### src/rtl/core_pkg.sv
`default_nettype none
// ============================================================================
// core_pkg : shared widths, reset instruction and fetch FSM encoding
// Rev 1.0
// ============================================================================
package core_pkg;

  localparam int ADDR_W = 32;
  localparam int DATA_W = 32;

  // addi x0,x0,0
  localparam logic [31:0] NOP_INSTR = 32'h0000_0013;

  typedef enum logic [1:0] {
    IDLE = 2'd0,
    REQ  = 2'd1,
    WAIT = 2'd2,
    DROP = 2'd3
  } fetch_state_e;

  function automatic logic is_misaligned(input logic [ADDR_W-1:0] addr);
    return (addr[1:0] != 2'b00);
  endfunction

endpackage
`default_nettype wire

### src/rtl/ifetch_ctrl_if.sv
`default_nettype none
// ============================================================================
// ifetch_ctrl_if : instruction-memory request/grant/response bus
// Rev 1.0
// ============================================================================
interface ifetch_ctrl_if #(
  parameter int ADDR_W = core_pkg::ADDR_W,
  parameter int DATA_W = core_pkg::DATA_W
);

  logic              imem_req;
  logic [ADDR_W-1:0] imem_addr;
  logic              imem_gnt;
  logic              imem_rvalid;
  logic [DATA_W-1:0] imem_rdata;

  modport master (
    output imem_req,
    output imem_addr,
    input  imem_gnt,
    input  imem_rvalid,
    input  imem_rdata
  );

  modport slave (
    input  imem_req,
    input  imem_addr,
    output imem_gnt,
    output imem_rvalid,
    output imem_rdata
  );

endinterface
`default_nettype wire

### src/rtl/fetch_timeout_ctr.sv
`default_nettype none
// ============================================================================
// fetch_timeout_ctr : 8-bit saturating bus-wait counter with expiry flag
// Rev 1.0
// ============================================================================
module fetch_timeout_ctr #(
  parameter int TIMEOUT = 255
) (
  input  wire logic clk,
  input  wire logic reset,
  input  wire logic i_clr,
  input  wire logic i_en,
  output logic      o_expired
);

  localparam int         CNT_W  = 8;
  localparam logic [7:0] C_MAX  = 8'hFF;
  localparam logic [7:0] C_LAST = 8'(TIMEOUT - 1);

  logic [CNT_W-1:0] r_cnt;

  always_ff @(posedge clk or posedge reset) begin
    if (reset) begin
      r_cnt <= '0;
    end else if (i_clr) begin
      r_cnt <= '0;
    end else if (i_en && (r_cnt != C_MAX)) begin
      r_cnt <= r_cnt + 1'b1;
    end
  end

  // Expires in the cycle whose increment would reach TIMEOUT, so the owner's
  // registered reaction lands exactly TIMEOUT cycles after the clear.
  assign o_expired = i_en && (r_cnt >= C_LAST);

endmodule
`default_nettype wire

### src/rtl/ifetch_ctrl.sv
`default_nettype none
// ============================================================================
// ifetch_ctrl : one-transaction-per-instruction fetch controller with PC stall
// Rev 1.0
// ============================================================================
module ifetch_ctrl #(
  parameter int               ADDR_W    = core_pkg::ADDR_W,
  parameter int               DATA_W    = core_pkg::DATA_W,
  parameter int               TIMEOUT   = 255,
  parameter logic [DATA_W-1:0] NOP_INSTR = core_pkg::NOP_INSTR
) (
  input  wire logic              clk,
  input  wire logic              reset,
  input  wire logic              fetch_en,
  input  wire logic [ADDR_W-1:0] pc,
  input  wire logic              redirect,
  ifetch_ctrl_if.master          imem,
  output logic      [DATA_W-1:0] instr,
  output logic      [ADDR_W-1:0] instr_pc,
  output logic                   instr_valid,
  output logic                   pc_stall,
  output logic                   fetch_fault
);

  import core_pkg::*;

  fetch_state_e      r_state;
  fetch_state_e      w_state_nxt;

  logic              r_req;
  logic [ADDR_W-1:0] r_addr;
  logic [DATA_W-1:0] r_instr;
  logic [ADDR_W-1:0] r_instr_pc;
  logic              r_instr_valid;
  logic              r_fault;
  logic              r_drop_pend;

  logic              w_req;
  logic [ADDR_W-1:0] w_addr;
  logic [DATA_W-1:0] w_instr;
  logic [ADDR_W-1:0] w_instr_pc;
  logic              w_instr_valid;
  logic              w_fault;
  logic              w_drop_pend;

  logic              w_issue;
  logic              w_misaligned;
  logic              w_ctr_clr;
  logic              w_ctr_en;
  logic              w_expired;

  assign w_issue      = fetch_en && !r_instr_valid && !r_fault;
  assign w_misaligned = is_misaligned(pc);

  // Wait counter restarts on every state change into a bus-wait state.
  assign w_ctr_clr = (w_state_nxt != r_state);
  assign w_ctr_en  = (r_state != IDLE);

  fetch_timeout_ctr #(
    .TIMEOUT (TIMEOUT)
  ) u_timeout (
    .clk       (clk),
    .reset     (reset),
    .i_clr     (w_ctr_clr),
    .i_en      (w_ctr_en),
    .o_expired (w_expired)
  );

  always_ff @(posedge clk or posedge reset) begin
    if (reset) begin
      r_state <= IDLE;
    end else begin
      r_state <= w_state_nxt;
    end
  end

  // Bus progress (grant/response) takes priority over an expiring counter.
  always_comb begin
    w_state_nxt = r_state;
    case (r_state)
      IDLE: begin
        if (w_issue && !w_misaligned) w_state_nxt = REQ;
      end
      REQ: begin
        if (imem.imem_gnt)  w_state_nxt = (redirect || r_drop_pend) ? DROP : WAIT;
        else if (w_expired) w_state_nxt = IDLE;
      end
      WAIT: begin
        if (imem.imem_rvalid) w_state_nxt = IDLE;
        else if (redirect)    w_state_nxt = DROP;
        else if (w_expired)   w_state_nxt = IDLE;
      end
      DROP: begin
        if (imem.imem_rvalid || w_expired) w_state_nxt = IDLE;
      end
      default: w_state_nxt = IDLE;
    endcase
  end

  always_comb begin
    w_req         = r_req;
    w_addr        = r_addr;
    w_instr       = r_instr;
    w_instr_pc    = r_instr_pc;
    w_instr_valid = 1'b0;
    w_fault       = r_fault;
    w_drop_pend   = r_drop_pend;
    case (r_state)
      IDLE: begin
        w_drop_pend = 1'b0;
        if (w_issue) begin
          if (w_misaligned) begin
            w_fault = 1'b1;
          end else begin
            w_req  = 1'b1;
            w_addr = pc;
          end
        end
      end
      REQ: begin
        if (redirect) w_drop_pend = 1'b1;
        if (imem.imem_gnt) begin
          w_req = 1'b0;
        end else if (w_expired) begin
          w_req   = 1'b0;
          w_fault = 1'b1;
        end
      end
      WAIT: begin
        if (imem.imem_rvalid) begin
          if (!redirect) begin
            w_instr       = imem.imem_rdata;
            w_instr_pc    = r_addr;
            w_instr_valid = 1'b1;
          end
        end else if (!redirect && w_expired) begin
          w_fault = 1'b1;
        end
      end
      DROP: begin
        if (!imem.imem_rvalid && w_expired) w_fault = 1'b1;
      end
      default: begin
        w_req = 1'b0;
      end
    endcase
  end

  always_ff @(posedge clk or posedge reset) begin
    if (reset) begin
      r_req         <= 1'b0;
      r_addr        <= '0;
      r_instr       <= NOP_INSTR;
      r_instr_pc    <= '0;
      r_instr_valid <= 1'b0;
      r_fault       <= 1'b0;
      r_drop_pend   <= 1'b0;
    end else begin
      r_req         <= w_req;
      r_addr        <= w_addr;
      r_instr       <= w_instr;
      r_instr_pc    <= w_instr_pc;
      r_instr_valid <= w_instr_valid;
      r_fault       <= w_fault;
      r_drop_pend   <= w_drop_pend;
    end
  end

  assign imem.imem_req  = r_req;
  assign imem.imem_addr = r_addr;
  assign instr          = r_instr;
  assign instr_pc       = r_instr_pc;
  assign instr_valid    = r_instr_valid;
  assign fetch_fault    = r_fault;
  assign pc_stall       = ~r_instr_valid;

endmodule
`default_nettype wire

### src/flat_wrapper.sv
// flat-port wrapper written by rule: the top's interface ports become plain ports
module ifetch_ctrl_flat import core_pkg::*;
#(
  parameter int               ADDR_W    = core_pkg::ADDR_W,
  parameter int               DATA_W    = core_pkg::DATA_W,
  parameter int               TIMEOUT   = 255,
  parameter logic [DATA_W-1:0] NOP_INSTR = core_pkg::NOP_INSTR
)
  (clk, reset, fetch_en, pc, redirect, instr, instr_pc, instr_valid, pc_stall, fetch_fault, imem_imem_req, imem_imem_addr, imem_imem_gnt, imem_imem_rvalid, imem_imem_rdata);
  ifetch_ctrl_if #(.ADDR_W(ADDR_W), .DATA_W(DATA_W)) imem_i ();
  input  wire logic clk;
  input  wire logic reset;
  input  wire logic fetch_en;
  input  wire logic [ADDR_W-1:0] pc;
  input  wire logic redirect;
  output logic      [DATA_W-1:0] instr;
  output logic      [ADDR_W-1:0] instr_pc;
  output logic instr_valid;
  output logic pc_stall;
  output logic fetch_fault;
  output wire logic [$bits(imem_i.imem_req)-1:0] imem_imem_req;
  output wire logic [$bits(imem_i.imem_addr)-1:0] imem_imem_addr;
  input wire logic [$bits(imem_i.imem_gnt)-1:0] imem_imem_gnt;
  input wire logic [$bits(imem_i.imem_rvalid)-1:0] imem_imem_rvalid;
  input wire logic [$bits(imem_i.imem_rdata)-1:0] imem_imem_rdata;
  assign imem_imem_req = imem_i.imem_req;
  assign imem_imem_addr = imem_i.imem_addr;
  assign imem_i.imem_gnt = imem_imem_gnt;
  assign imem_i.imem_rvalid = imem_imem_rvalid;
  assign imem_i.imem_rdata = imem_imem_rdata;
  ifetch_ctrl #(.ADDR_W(ADDR_W), .DATA_W(DATA_W), .TIMEOUT(TIMEOUT), .NOP_INSTR(NOP_INSTR)) u_core (.clk(clk), .reset(reset), .fetch_en(fetch_en), .pc(pc), .redirect(redirect), .imem(imem_i), .instr(instr), .instr_pc(instr_pc), .instr_valid(instr_valid), .pc_stall(pc_stall), .fetch_fault(fetch_fault));
endmodule
### config.mk
export PLATFORM = sky130hd
export DESIGN_NAME = ifetch_ctrl_flat
export DESIGN_NICKNAME = d
export VERILOG_FILES = /design/src/rtl/core_pkg.sv /design/src/rtl/ifetch_ctrl_if.sv /design/src/rtl/fetch_timeout_ctr.sv /design/src/rtl/ifetch_ctrl.sv /design/src/flat_wrapper.sv
export SDC_FILE = /design/constraint.sdc
export NUM_CORES = 1
export LEC_CHECK = 0
export ABC_AREA = 1
export BUFFER_PORTS_ARGS = -buffer_cell sky130_fd_sc_hd__buf_2
export CAP_MARGIN = 20
export CORE_UTILIZATION = 44
export DETAILED_ROUTE_END_ITERATION = 10
export GPL_ROUTABILITY_DRIVEN = 0
export PLACE_DENSITY = 0.87
export REMOVE_ABC_BUFFERS = 1
export SYNTH_ARGS = -nofsm -noshare
export SYNTH_HDL_FRONTEND = slang
export SYNTH_SLANG_ARGS = --single-unit
### constraint.sdc
create_clock -name clk -period 3.6 [get_ports clk]
set_input_delay 0.72 -clock clk [delete_from_list [all_inputs] [get_ports clk]]
set_output_delay 0.72 -clock clk [all_outputs]
set_load 0.05 [all_outputs]
; ---- Yosys cells after proc, flatten, opt, wreduce, memory -nomap -nowiden
; Index checks and enable logic that the tools add are counted.
[classes]
addsub = 1
multipliers = 0
div = 0
n_lt_le_gt_ge = 1
eq_ne = 15
shift = 0
n_mux = 28
n_bitwise = 3
n_reduce_logical = 24
[op_table]
columns = cell, n
row1 = 1-bit two-way mux, 16
row2 = 8-bit two-way mux, 2
row3 = 2-bit two-way mux, 6
row4 = "2-bit by 1-bit != test with 1-bit output, second input constant", 5
row5 = "8-bit by 1-bit adder with 8-bit output, second input constant", 1
row6 = "8-bit greater-or-equal comparator, second input constant", 1
row7 = "2-bit != test, second input constant", 4
row8 = "8-bit != test, second input constant", 1
row9 = 2-bit one-hot mux with 4 select lines, 1
row10 = 2-bit nonzero test, 4
row11 = 1-bit logical AND, 7
row12 = 7-bit AND reduction, 1
row13 = 3-bit AND reduction, 2
row14 = 1-bit zero test, 5
row15 = "2-bit == test, second input constant", 2
row16 = 1-bit one-hot mux with 2 select lines, 2
row17 = 1-bit one-hot mux with 4 select lines, 1
row18 = 4-bit AND reduction, 1
row19 = "3-bit by 2-bit != test with 1-bit output, second input constant", 1
row20 = 1-bit NOT, 3
row21 = "2-bit by 1-bit == test with 1-bit output, second input constant", 1
row22 = 2-bit zero test, 1
row23 = 1-bit logical OR, 2
row24 = 2-bit != test, 1
row25 = 2-bit AND reduction, 1
[word_totals]
ff_bits = 110
latch_bits = 0
ram_bits = 0
romBits = 0
out_inout_bits = 100
word_cells = 81
n_memories = 0

; ---- Longest topological paths before layout
; Gate-level depths: netlist of the first run.
[depth]
word_depth = 8
depth_mapped = 12
depth_no_buf = 12

; ---- By module
; A second synthesis of the first run with hierarchy kept.
[hier_totals]
hier_cells = 524
area_unflattened_um2 = 4500.6
[by_module_without_submodules]
columns = mod, instances, cells_each, area_per_inst_um2, seq_area_each_um2
row1 = ifetch_ctrl, 1, 448, 3968.8, 2556.2
row2 = fetch_timeout_ctr, 1, 76, 531.8, 200.2

; ---- Worst setup path after synthesis of the first run
; OpenSTA, ideal clock, no wires.
[synth_timing]
kind = flip-flop to flip-flop
startpoint = register u_core.r_instr_valid (netlist: u_core.instr_valid)
endpoint = register u_core.r_addr[3] (netlist: u_core.imem.imem_addr[3])
setup_time_ns = 0.127
t_arrival_ns = 1.673
required_ns = 3.473
path_slack_ns = 1.801
path_stages_with_launch = 8
path_buffers = 1
period_less_slack_ns = 1.799
path_cell_list = dfrtp_1 -> inv_1 -> nand3_1 -> inv_1 -> nand2_1 -> inv_2 -> buf_4 -> o21ai_0
[synth_via]
elab_chain_cells = 4
[synth_lines]
columns = element, line_no
row1 = from (decl), ifetch_ctrl.sv:34  ; logic r_instr_valid;
row2 = from (signal assigned), ifetch_ctrl.sv:163  ; r_instr_valid <= w_instr_valid;
row3 = 1-bit zero test, ifetch_ctrl.sv:52  ; assign w_issue = fetch_en && !r_instr_valid && !r_fault;
row4 = 1-bit logical AND (2 in a row), ifetch_ctrl.sv:52
row5 = 3-bit AND reduction (no line), -
row6 = to (signal assigned), ifetch_ctrl.sv:160  ; r_addr <= w_addr;
row7 = to (decl), ifetch_ctrl.sv:31  ; logic [ADDR_W-1:0] r_addr;
; No other way between the ends.
; A chain may end at the register's enable or synchronous reset.

; ---- Worst setup path after layout of the first run
[layout_timing]
startpoint = register u_core.r_state[1]
endpoint = register u_core.r_addr[13] (netlist: u_core.imem.imem_addr[13])
[layout_via]
elab_chain_cells = 2
[layout_lines]
columns = element, line_no
row1 = from (decl), ifetch_ctrl.sv:27  ; fetch_state_e r_state;
row2 = from (signal assigned), ifetch_ctrl.sv:73  ; r_state <= w_state_nxt;
row3 = 2-bit zero test, ifetch_ctrl.sv:108  ; case (r_state)
row4 = 3-bit AND reduction (no line), -
; No other way between the ends.

==> results of run 1 <==
-- worst register-to-register path, cell delays in order (launching register included) --
cell	delay, ns
sky130_fd_sc_hd__dfrtp_1	0.50
sky130_fd_sc_hd__nor2_4	0.23
sky130_fd_sc_hd__inv_1	0.06
sky130_fd_sc_hd__nor2_1	0.15
sky130_fd_sc_hd__nand2_1	0.13
sky130_fd_sc_hd__inv_2	0.71
sky130_fd_sc_hd__o21ai_0	0.25
-- flip-flops by register name, summed over array words and instances, names as in the netlist --
register,count
u_core.imem.imem_addr,32
u_core.instr_pc,32
u_core.r_drop_pend,1
u_core.instr,32
u_core.imem.imem_req,1
u_core.fetch_fault,1
u_core.u_timeout.r_cnt,8
u_core.instr_valid,1
u_core.r_state,2
-- area by class of cell --
cell class              count  area [um^2]
clock buffers              12          155
flip-flops and latches    110         2760
multi-input cells         299         1390
fillers                   913         4260
well taps                 133          166
repair buffers            171          873
inverters                  53          201
clock inverters             4         22.5
-- synthesized netlist by cell type --
library cell | instances | area, um^2
sky130_fd_sc_hd__nand2_1 | 176 | 661
sky130_fd_sc_hd__a31oi_1 | 1 | 6.26
sky130_fd_sc_hd__xor2_1 | 5 | 43.8
sky130_fd_sc_hd__ha_1 | 2 | 25.0
sky130_fd_sc_hd__nor2_1 | 17 | 63.8
sky130_fd_sc_hd__or2_2 | 2 | 12.5
sky130_fd_sc_hd__a21boi_2 | 1 | 11.3
sky130_fd_sc_hd__nand4_1 | 2 | 12.5
sky130_fd_sc_hd__o21ai_0 | 58 | 290
sky130_fd_sc_hd__o21ai_1 | 1 | 5.00
sky130_fd_sc_hd__o21ai_2 | 7 | 61.3
sky130_fd_sc_hd__buf_2 | 5 | 25.0
sky130_fd_sc_hd__nor2_4 | 2 | 22.5
sky130_fd_sc_hd__nor2_2 | 2 | 12.5
sky130_fd_sc_hd__nor3_1 | 2 | 10.0
sky130_fd_sc_hd__nand3_2 | 2 | 20.0
sky130_fd_sc_hd__a21oi_4 | 1 | 16.3
sky130_fd_sc_hd__dfrtp_1 | 107 | 2680
sky130_fd_sc_hd__inv_1 | 52 | 195
sky130_fd_sc_hd__inv_2 | 1 | 3.75
sky130_fd_sc_hd__a211oi_1 | 1 | 7.51
sky130_fd_sc_hd__nand2_4 | 1 | 11.3
sky130_fd_sc_hd__nand2_2 | 3 | 18.8
sky130_fd_sc_hd__nand3_1 | 6 | 30.0
sky130_fd_sc_hd__xnor2_1 | 2 | 17.5
sky130_fd_sc_hd__clkbuf_1 | 3 | 11.3
sky130_fd_sc_hd__a21oi_1 | 3 | 15.0
sky130_fd_sc_hd__buf_4 | 7 | 52.6
sky130_fd_sc_hd__o22ai_1 | 2 | 12.5
sky130_fd_sc_hd__dfstp_2 | 3 | 78.8
sky130_fd_sc_hd__buf_6 | 5 | 56.3
-- logic make-up (layout without fill, tap and decap cells) --
group,count (synthesis),in the layout,share of synthesized area
fa+ha+maj,2,2,0.00558
flops,110,110,0.614
compound gates,75,75,0.0948
simple gates,215,215,0.195
buf+inv,73,240,0.0767
xor+xnor,7,7,0.0137
-- final timing paths --
kind	cells after the start	to	slack, ns
setup / recovery	6	u_core.imem.imem_addr[13]$_DFFE_PP0P_	1.42
min in group asynchronous	2	u_core.u_timeout.r_cnt[1]$_DFFE_PP0P_	0.50
hold / removal	2	u_core.instr[1]$_DFFE_PP1P_	0.47
max in group asynchronous	3	u_core.instr_pc[14]$_DFFE_PP0P_	2.39
hold reg to reg	2	u_core.instr[1]$_DFFE_PP1P_	0.47
setup reg to reg	6	u_core.imem.imem_addr[13]$_DFFE_PP0P_	1.42
-- through the flow --
stage	setup WS (ns)	cell area, um^2	hold WS, ns
3_3_place_gp	1.19	5380	0.456
2_1_floorplan	-0.0173	4340	0.519
6_report	1.42	5560	0.471
4_1_cts	1.42	5560	0.473
5_1_grt	1.15	5560	0.494
3_5_place_dp	1.06	5380	0.458
-- per-layer routing --
layer	track usage	vias to the layer above
li1	-	1805
met1	0.233	1743
met2	0.321	98
met3	0.0366	9
met4	0.0650	0
met5	0	-
-- power breakdown --
group	switching (mW)	internal, mW
combinational	1.56	0.411
sequential	0.196	1.59
clock	0.391	0.287
==> results_tabular.tex, run 1 <==
\begin{tabular}{lr}
\hline
Metric & Value \\
\hline
\multicolumn{2}{l}{\textbf{Timing}} \\
Top achievable clock speed & around 460 MHz \\
Slew Viols, Final & 0 \\
Final Setup Violations & 0 \\
Post-Route Skew & between 0.01 and 0.015 ns \\
Number of hold-slack violations in the final timing report & 0 \\
Actual transition at the worst max-transition pin & roughly 0.99 ns \\
RSZ-0062 raised after global routing & false \\
Fin crit share & 0.605 \\
Relative slew slack & 0.342 \\
Minimum period implied by the final worst setup slack & roughly 2.2 ns \\
Setup TNS after final layout & 0 ns \\
\multicolumn{2}{l}{\textbf{Clock tree}} \\
Number of sinks handled by clock tree synthesis & 110 \\
CTS H-tree lvls & 3 \\
CTS Hold Bufs & 0 \\
Clock latency at the later pin of the worst-skew pair & around 0.35 ns \\
Setup Fix Bufs, Post-CTS & 0 \\
Root Buffer Master & sky130\_fd\_sc\_hd\_\_clkbuf\_8 \\
CTS tree & yes \\
Post-cts repair resize count & 0 \\
Clock buffer depth & 2 \\
Number of buffers created by CTS & 9 \\
Clock transition time at the flip-flop clock pins of the worst setup and hold paths & 0.10 ns \\
\multicolumn{2}{l}{\textbf{Power}} \\
Leak pwr & 3.08 nW \\
Pwr dens & 799 nW/um\^{}2 \\
Worst supply voltage drop on vdd & between 400 and 500 uV \\
Total power & around 4.4 mW \\
\multicolumn{2}{l}{\textbf{Worst setup path}} \\
Crit end category & flop \\
Arrival time at the worst endpoint & 2.36 ns \\
Crit-path max cell delay & approximately 0.71 ns \\
Maximum fanout encountered on the critical timing path & slightly above 60 \\
Cell class contributing the biggest share of worst-path delay & buffers and inverters \\
Number of buffers and inverters on the critical path & 2 \\
CP Data Required Time & roughly 3.8 ns \\
Worst setup path startpoint & u\_core.r\_state[1]\$\_DFF\_PP0\_ \\
Worst r2r src & u\_core.r\_state[1]\$\_DFF\_PP0\_ \\
Critical path start-end classification & reg -> reg \\
Sequence of cells on the critical path & nor2\_4 > inv\_1 > nor2\_1 > nand2\_1 > inv\_2 > o21ai\_0 \\
Launching element type of the critical path & flop \\
Cell with the largest stage delay on the worst path & sky130\_fd\_sc\_hd\_\_inv\_2 \\
\multicolumn{2}{l}{\textbf{Synthesis}} \\
Synthesized instance count & $\sim$480 \\
Register bit total from synthesis & 110 \\
Syn. warnings & 0 \\
Number of library cell types mapped by synthesis & 31 \\
Mean instance size in the synthesized netlist & between 9 and 10 um\^{}2 \\
Share of the yosys chip area belonging to registers & 0.614 \\
Netlist area before placement & $\sim$4500 um\^{}2 \\
\multicolumn{2}{l}{\textbf{Placed design}} \\
Post-detail-place hpwl & a little under 7000 um \\
PortBufs & approximately 170 \\
Number of placed cells counting well taps & approximately 770 \\
\multicolumn{2}{l}{\textbf{Detailed routing}} \\
Vias & about 3.7k \\
Amount of wire on met3 after detailed routing & approximately 460 um \\
Routed length on met1 & 4110 um \\
Post-Route WL & 9660 um \\
Routed vias/inst & 4.67 \\
Number of design rule violations left after detail routing & 0 \\
Uppermost routed layer & met4 \\
Detailed-route wire length per cell & roughly 12 um \\
First-pass iteration count of the detailed router & 4 \\
Amount of wire on met2 after detailed routing & around 5000 um \\
Initial DRC count & a little under 90 \\
Post-route ant nets & 0 \\
\multicolumn{2}{l}{\textbf{Run status}} \\
Run status & finished, final reports clean \\
\multicolumn{2}{l}{\textbf{GRT}} \\
Number of antenna violations at the first check in global routing & 0 \\
Wire length of the first global-routing pass & between 15,000 and 20,000 um \\
Combined global-route utilization of all metal layers & 0.185 \\
Pin count of the biggest net entering global routing & 97 \\
Via count of the first global-routing pass & between 3k and 4k \\
Global route total overflow & 0 \\
\multicolumn{2}{l}{\textbf{Die}} \\
Effective utilization at floorplan & 0.457 \\
Width of the die & around 100 um \\
Cell Rows & 36 \\
Floorplan die area & approximately 11,000 um\^{}2 \\
IO Pins & between 150 and 200 \\
Std-Cell Core Area & $\sim$10000 um\^{}2 \\
Overall die height & 103 um \\
\multicolumn{2}{l}{\textbf{Worst hold path}} \\
Min-Delay Startpoint & u\_core.instr[1]\$\_DFFE\_PP1P\_ \\
Worst Hold Class & reg -> reg \\
\multicolumn{2}{l}{\textbf{Flow run}} \\
Max-capacitance violation count & 0 \\
\multicolumn{2}{l}{\textbf{Cells and area}} \\
Util after Layout & 0.566 \\
Most frequent cells in the layout & sky130\_fd\_sc\_hd\_\_nand2\_1, sky130\_fd\_sc\_hd\_\_buf\_2, sky130\_fd\_sc\_hd\_\_dfrtp\_1, sky130\_fd\_sc\_hd\_\_o21ai\_0, sky130\_fd\_sc\_hd\_\_inv\_1 \\
Nets & 716 \\
Post-route non-filler standard cell count & just under 800 \\
Area added between synthesis and finish & 24.0\% \\
Leading cell type in the layout, fill and taps excluded & sky130\_fd\_sc\_hd\_\_nand2\_1 \\
Proportion of layout cells with a drive suffix above 1 & 0.327 \\
Number of inserted diodes & 0 \\
\hline
\end{tabular}
Power figures use the tool's default switching activity.
==> run 2: changes to the inputs <==
- ABC_AREA: 1 -> 0
- clock period: 3.6 -> 1.8 ns (I/O delays scaled with it)
==> run 2 against run 1 <==
Clock skew up 0.0015 ns. Clock-buffer cell count unchanged. Fmax up 32%. Routed wire length down 5.7%. Combinational power rose to 2.8 times the previous value. Critical endpoint is now u_core.u_timeout.r_cnt[6]$_DFFE_PP0P_.
==> results_tabular.tex, run 2 <==
\begin{tabular}{lr}
\hline
Metric & Value \\
\hline
\multicolumn{2}{l}{\textbf{Power}} \\
Pwr dens & 1970 nW/um\^{}2 (was 799 nW/um\^{}2) \\
Portion of total power attributed to combinational logic & 0.496 (was 0.445) \\
Leak pwr & 2.97 nW (was 3.08 nW) \\
Switching power as a share of total power & 0.482 (was 0.485) \\
Switch Pwr & 5.37 mW (was 2.15 mW) \\
Proportion of power drawn by the clock network & 0.147 (was 0.153) \\
Worst supply voltage drop on vdd & 1110 uV (was 466 uV) \\
Total power & 11.2 mW (was 4.44 mW) \\
Part of the power in registers & 0.357 (was 0.403) \\
Power Internal & 5.78 mW (was 2.29 mW) \\
\multicolumn{2}{l}{\textbf{Worst setup path}} \\
Cell with the largest stage delay on the worst path & sky130\_fd\_sc\_hd\_\_dfrtp\_1 (was sky130\_fd\_sc\_hd\_\_inv\_2) \\
Crit-path max cell delay & 0.54 ns (was 0.71 ns) \\
Critical path start-end classification & reg -> reg (unchanged) \\
Launching element type of the critical path & flop (unchanged) \\
Crit end category & flop (unchanged) \\
Arrival time at the worst endpoint & 1.91 ns (was 2.36 ns) \\
CP Data Required Time & 2.06 ns (was 3.79 ns) \\
Cell class contributing the biggest share of worst-path delay & compound AO/OA/AOI/OAI gates (was buffers and inverters) \\
Number of buffers and inverters on the critical path & 1 (was 2) \\
Maximum fanout encountered on the critical timing path & 9 (was 62) \\
Sequence of cells on the critical path & buf\_4 > nor4bb\_1 > a31oi\_1 > o211ai\_2 > a211oi\_1 (was nor2\_4 > inv\_1 > nor2\_1 > nand2\_1 > inv\_2 > o21ai\_0) \\
\multicolumn{2}{l}{\textbf{Timing}} \\
RSZ-0062 raised after global routing & false (unchanged) \\
Post-Route Skew & 0.0119 ns (was 0.0104 ns) \\
Top achievable clock speed & 606 MHz (was 460 MHz) \\
Final Setup Violations & 0 (unchanged) \\
Slew Viols, Final & 0 (unchanged) \\
Actual transition at the worst max-transition pin & 0.618 ns (was 0.987 ns) \\
Minimum period implied by the final worst setup slack & 1.65 ns (was 2.18 ns) \\
Fin crit share & 0.917 (was 0.605) \\
Number of hold-slack violations in the final timing report & 0 (unchanged) \\
Relative slew slack & 0.588 (was 0.342) \\
\multicolumn{2}{l}{\textbf{Detailed routing}} \\
Routed vias/inst & 4.93 (was 4.67) \\
Initial DRC count & 86 (was 88) \\
Post-Route WL & 9110 um (was 9660 um) \\
Number of design rule violations left after detail routing & 0 (unchanged) \\
Detailed-route wire length per cell & 15.0 um (was 12.4 um) \\
Post-route ant nets & 0 (unchanged) \\
First-pass iteration count of the detailed router & 4 (unchanged) \\
Vias & 2,995 (was 3,655) \\
\multicolumn{2}{l}{\textbf{Clock tree}} \\
CTS Hold Bufs & 0 (unchanged) \\
CTS tree & yes (unchanged) \\
Number of sinks handled by clock tree synthesis & 110 (unchanged) \\
Clock transition time at the flip-flop clock pins of the worst setup and hold paths & 0.10 ns (about the same) \\
Clock latency at the later pin of the worst-skew pair & 0.37 ns (was 0.35 ns) \\
Setup Fix Bufs, Post-CTS & 0 (unchanged) \\
Post-cts repair resize count & 0 (unchanged) \\
Number of buffers created by CTS & 9 (unchanged) \\
Root Buffer Master & sky130\_fd\_sc\_hd\_\_clkbuf\_8 (unchanged) \\
Clock buffer depth & 2 (unchanged) \\
CTS H-tree lvls & 3 (unchanged) \\
\multicolumn{2}{l}{\textbf{Cells and area}} \\
Leading cell type in the layout, fill and taps excluded & sky130\_fd\_sc\_hd\_\_buf\_2 (was sky130\_fd\_sc\_hd\_\_nand2\_1) \\
Area added between synthesis and finish & 28.8\% (was 24.0\%) \\
Nets & 540 (was 716) \\
Post-route non-filler standard cell count & 607 (was 782) \\
Util after Layout & 0.582 (was 0.566) \\
Proportion of layout cells with a drive suffix above 1 & 0.626 (was 0.327) \\
Most frequent cells in the layout & sky130\_fd\_sc\_hd\_\_buf\_2, sky130\_fd\_sc\_hd\_\_dfrtp\_1, sky130\_fd\_sc\_hd\_\_mux2\_2, sky130\_fd\_sc\_hd\_\_nor2\_1, sky130\_fd\_sc\_hd\_\_clkbuf\_8 (was sky130\_fd\_sc\_hd\_\_nand2\_1, sky130\_fd\_sc\_hd\_\_buf\_2, sky130\_fd\_sc\_hd\_\_dfrtp\_1, sky130\_fd\_sc\_hd\_\_o21ai\_0, sky130\_fd\_sc\_hd\_\_inv\_1) \\
Fill cell instance count of the final layout & 820 (was 913) \\
\multicolumn{2}{l}{\textbf{Synthesis}} \\
Post-synthesis async set-or-reset flop share & 1.00 (unchanged) \\
Syn. warnings & 0 (unchanged) \\
Most used standard cell by instance count after synthesis & sky130\_fd\_sc\_hd\_\_dfrtp\_1 (was sky130\_fd\_sc\_hd\_\_nand2\_1) \\
Adder and majority gate portion of the synthesized area & 0.00570 (was 0.00558) \\
Number of library cell types mapped by synthesis & 42 (was 31) \\
Multiplexer area fraction after synthesis & 0.241 (was 0) \\
Main combinational cell family by area after synthesis & multiplexers (was simple AND/OR/NAND/NOR gates) \\
Cell types with the highest counts after synthesis & sky130\_fd\_sc\_hd\_\_dfrtp\_1, sky130\_fd\_sc\_hd\_\_mux2\_2, sky130\_fd\_sc\_hd\_\_nor2\_1 (was sky130\_fd\_sc\_hd\_\_nand2\_1, sky130\_fd\_sc\_hd\_\_dfrtp\_1, sky130\_fd\_sc\_hd\_\_o21ai\_0) \\
Share of the yosys chip area belonging to registers & 0.628 (was 0.614) \\
Number of synthesized flops with an enable pin & 0 (unchanged) \\
Post-synthesis compound-gate area fraction & 0.0444 (was 0.0948) \\
Area share of the largest cell type after synthesis & 0.610 (was 0.597) \\
Synthesized instance count & 292 (was 482) \\
Register bit total from synthesis & 110 (unchanged) \\
Post-synthesis xor/xnor area fraction & 0.00798 (was 0.0137) \\
Netlist area before placement & 4390 um\^{}2 (was 4490 um\^{}2) \\
Most common flop cell mapped by yosys & sky130\_fd\_sc\_hd\_\_dfrtp\_1 (unchanged) \\
Post-Synth Simple-Gate Area & 0.0499 (was 0.195) \\
Biggest area contributors in the synthesized netlist & sky130\_fd\_sc\_hd\_\_dfrtp\_1, sky130\_fd\_sc\_hd\_\_mux2\_2, sky130\_fd\_sc\_hd\_\_dfstp\_2 (was sky130\_fd\_sc\_hd\_\_dfrtp\_1, sky130\_fd\_sc\_hd\_\_nand2\_1, sky130\_fd\_sc\_hd\_\_o21ai\_0) \\
Mean instance size in the synthesized netlist & 15.0 um\^{}2 (was 9.31 um\^{}2) \\
Library cell occupying the most area in the post-synthesis netlist & sky130\_fd\_sc\_hd\_\_dfrtp\_1 (unchanged) \\
\multicolumn{2}{l}{\textbf{GRT}} \\
Met2 Usage GRT & 0.323 (was 0.321) \\
Combined global-route utilization of all metal layers & 0.180 (was 0.185) \\
Met3 usage & 0.0479 (was 0.0366) \\
Wire length of the first global-routing pass & 14,400 um (was 15,300 um) \\
Via count of the first global-routing pass & 3,132 (was 3,472) \\
Number of antenna violations at the first check in global routing & 0 (unchanged) \\
Most used routing layer & met2 (unchanged) \\
Pin count of the biggest net entering global routing & 111 (was 97) \\
Met1 global-route usage & 0.194 (was 0.233) \\
Global route total overflow & 0 (unchanged) \\
\multicolumn{2}{l}{\textbf{Die}} \\
Width of the die & 102 um (was 103 um) \\
Overall die height & 102 um (was 103 um) \\
Effective utilization at floorplan & 0.451 (was 0.457) \\
Floorplan die area & 10,400 um\^{}2 (was 10,600 um\^{}2) \\
Cell Rows & 36 (unchanged) \\
IO Pins & 170 (unchanged) \\
Std-Cell Core Area & 9730 um\^{}2 (was 9820 um\^{}2) \\
\multicolumn{2}{l}{\textbf{Worst hold path}} \\
Worst Hold Class & in -> async (was reg -> reg) \\
\multicolumn{2}{l}{\textbf{Placed design}} \\
Post-detail-place hpwl & 6590 um (was 6770 um) \\
PortBufs & 169 (unchanged) \\
Number of placed cells counting well taps & 590 (was 766) \\
\multicolumn{2}{l}{\textbf{Flow run}} \\
Max-capacitance violation count & 0 (unchanged) \\
\multicolumn{2}{l}{\textbf{Run status}} \\
Run status & finished, final reports clean (unchanged) \\
\hline
\end{tabular}
## run 2: layout make-up
type	instances	area (um^2)	area share
diodes	1	2.50	0.000442
clock buffers	12	155	0.0274
clock inverters	4	70.1	0.0124
inverters	6	25.0	0.00442
multi-input cells	164	1540	0.272
flip-flops and latches	110	2760	0.487
well taps	133	166	0.0294
repair buffers	177	943	0.167
## run 2: cell families (layout without fill, tap and decap cells)
| logic type | count (synthesis) | in the layout |
|---|---|---|
| xor gates and xnor gates | 4 | 4 |
| other | 0 | 1 |
| buffers and inverters | 18 | 199 |
| DFF | 110 | 110 |
| muxes | 94 | 94 |
| AOI/OAI and AO/OA | 25 | 25 |
| adders and majority gates | 2 | 2 |
| and+or+nand+nor | 39 | 39 |
## run 2: metrics by stage
step | TNS [ns] | hold slack (ns) | setup WS, ns | cell area, um^2
after global routing | 0 | 0.156 | 0.0549 | 5660
final | 0 | 0.0708 | 0.150 | 5660
after floorplan | -285.13 | 0.463 | -1.90 | 4310
after detailed placement | 0 | 0.491 | 0.167 | 5430
after global placement | 0 | 0.484 | 0.219 | 5430
after CTS | 0 | 0.134 | 0.150 | 5660
## run 2: worst paths after layout
| kind | start | to | depth (start not counted) | slack, ns |
|---|---|---|---|---|
| max in group asynchronous | reset | u_core.instr_pc[8]$_DFFE_PP0P_ | 3 | 1.20 |
| worst max-delay path | u_core.r_state[0]$_DFF_PP0_ | u_core.u_timeout.r_cnt[6]$_DFFE_PP0P_ | 5 | 0.15 |
| worst min register to register | u_core.instr_pc[12]$_DFFE_PP0P_ | u_core.instr_pc[12]$_DFFE_PP0P_ | 1 | 0.51 |
| min in group clk | pc[7] | u_core.imem.imem_addr[7]$_DFFE_PP0P_ | 2 | 0.20 |
| worst max register to register | u_core.r_state[0]$_DFF_PP0_ | u_core.u_timeout.r_cnt[6]$_DFFE_PP0P_ | 5 | 0.15 |
| worst min-delay path | reset | u_core.instr[12]$_DFFE_PP0P_ | 3 | 0.07 |
## run 2: power by group through the flow
stage	combinational, mW	sequential [mW]	clock (mW)
floorplan	1.26	6.94	0
global placement	5.44	3.94	0
detailed placement	5.57	4.04	0
CTS	5.57	3.99	1.71
global route	5.80	4.11	1.78
finish	5.53	3.98	1.64
## run 2: worst min-delay path: cells and delay by family
family / cells / cell delay, ns
buf+inv: 3 / 0.54
## run 2: per-layer routing
metal	wire, um	up-vias
met5	0	-
met4	152	0
met3	553	11
met2	4810	105
met1	3600	1495
li1	-	1384
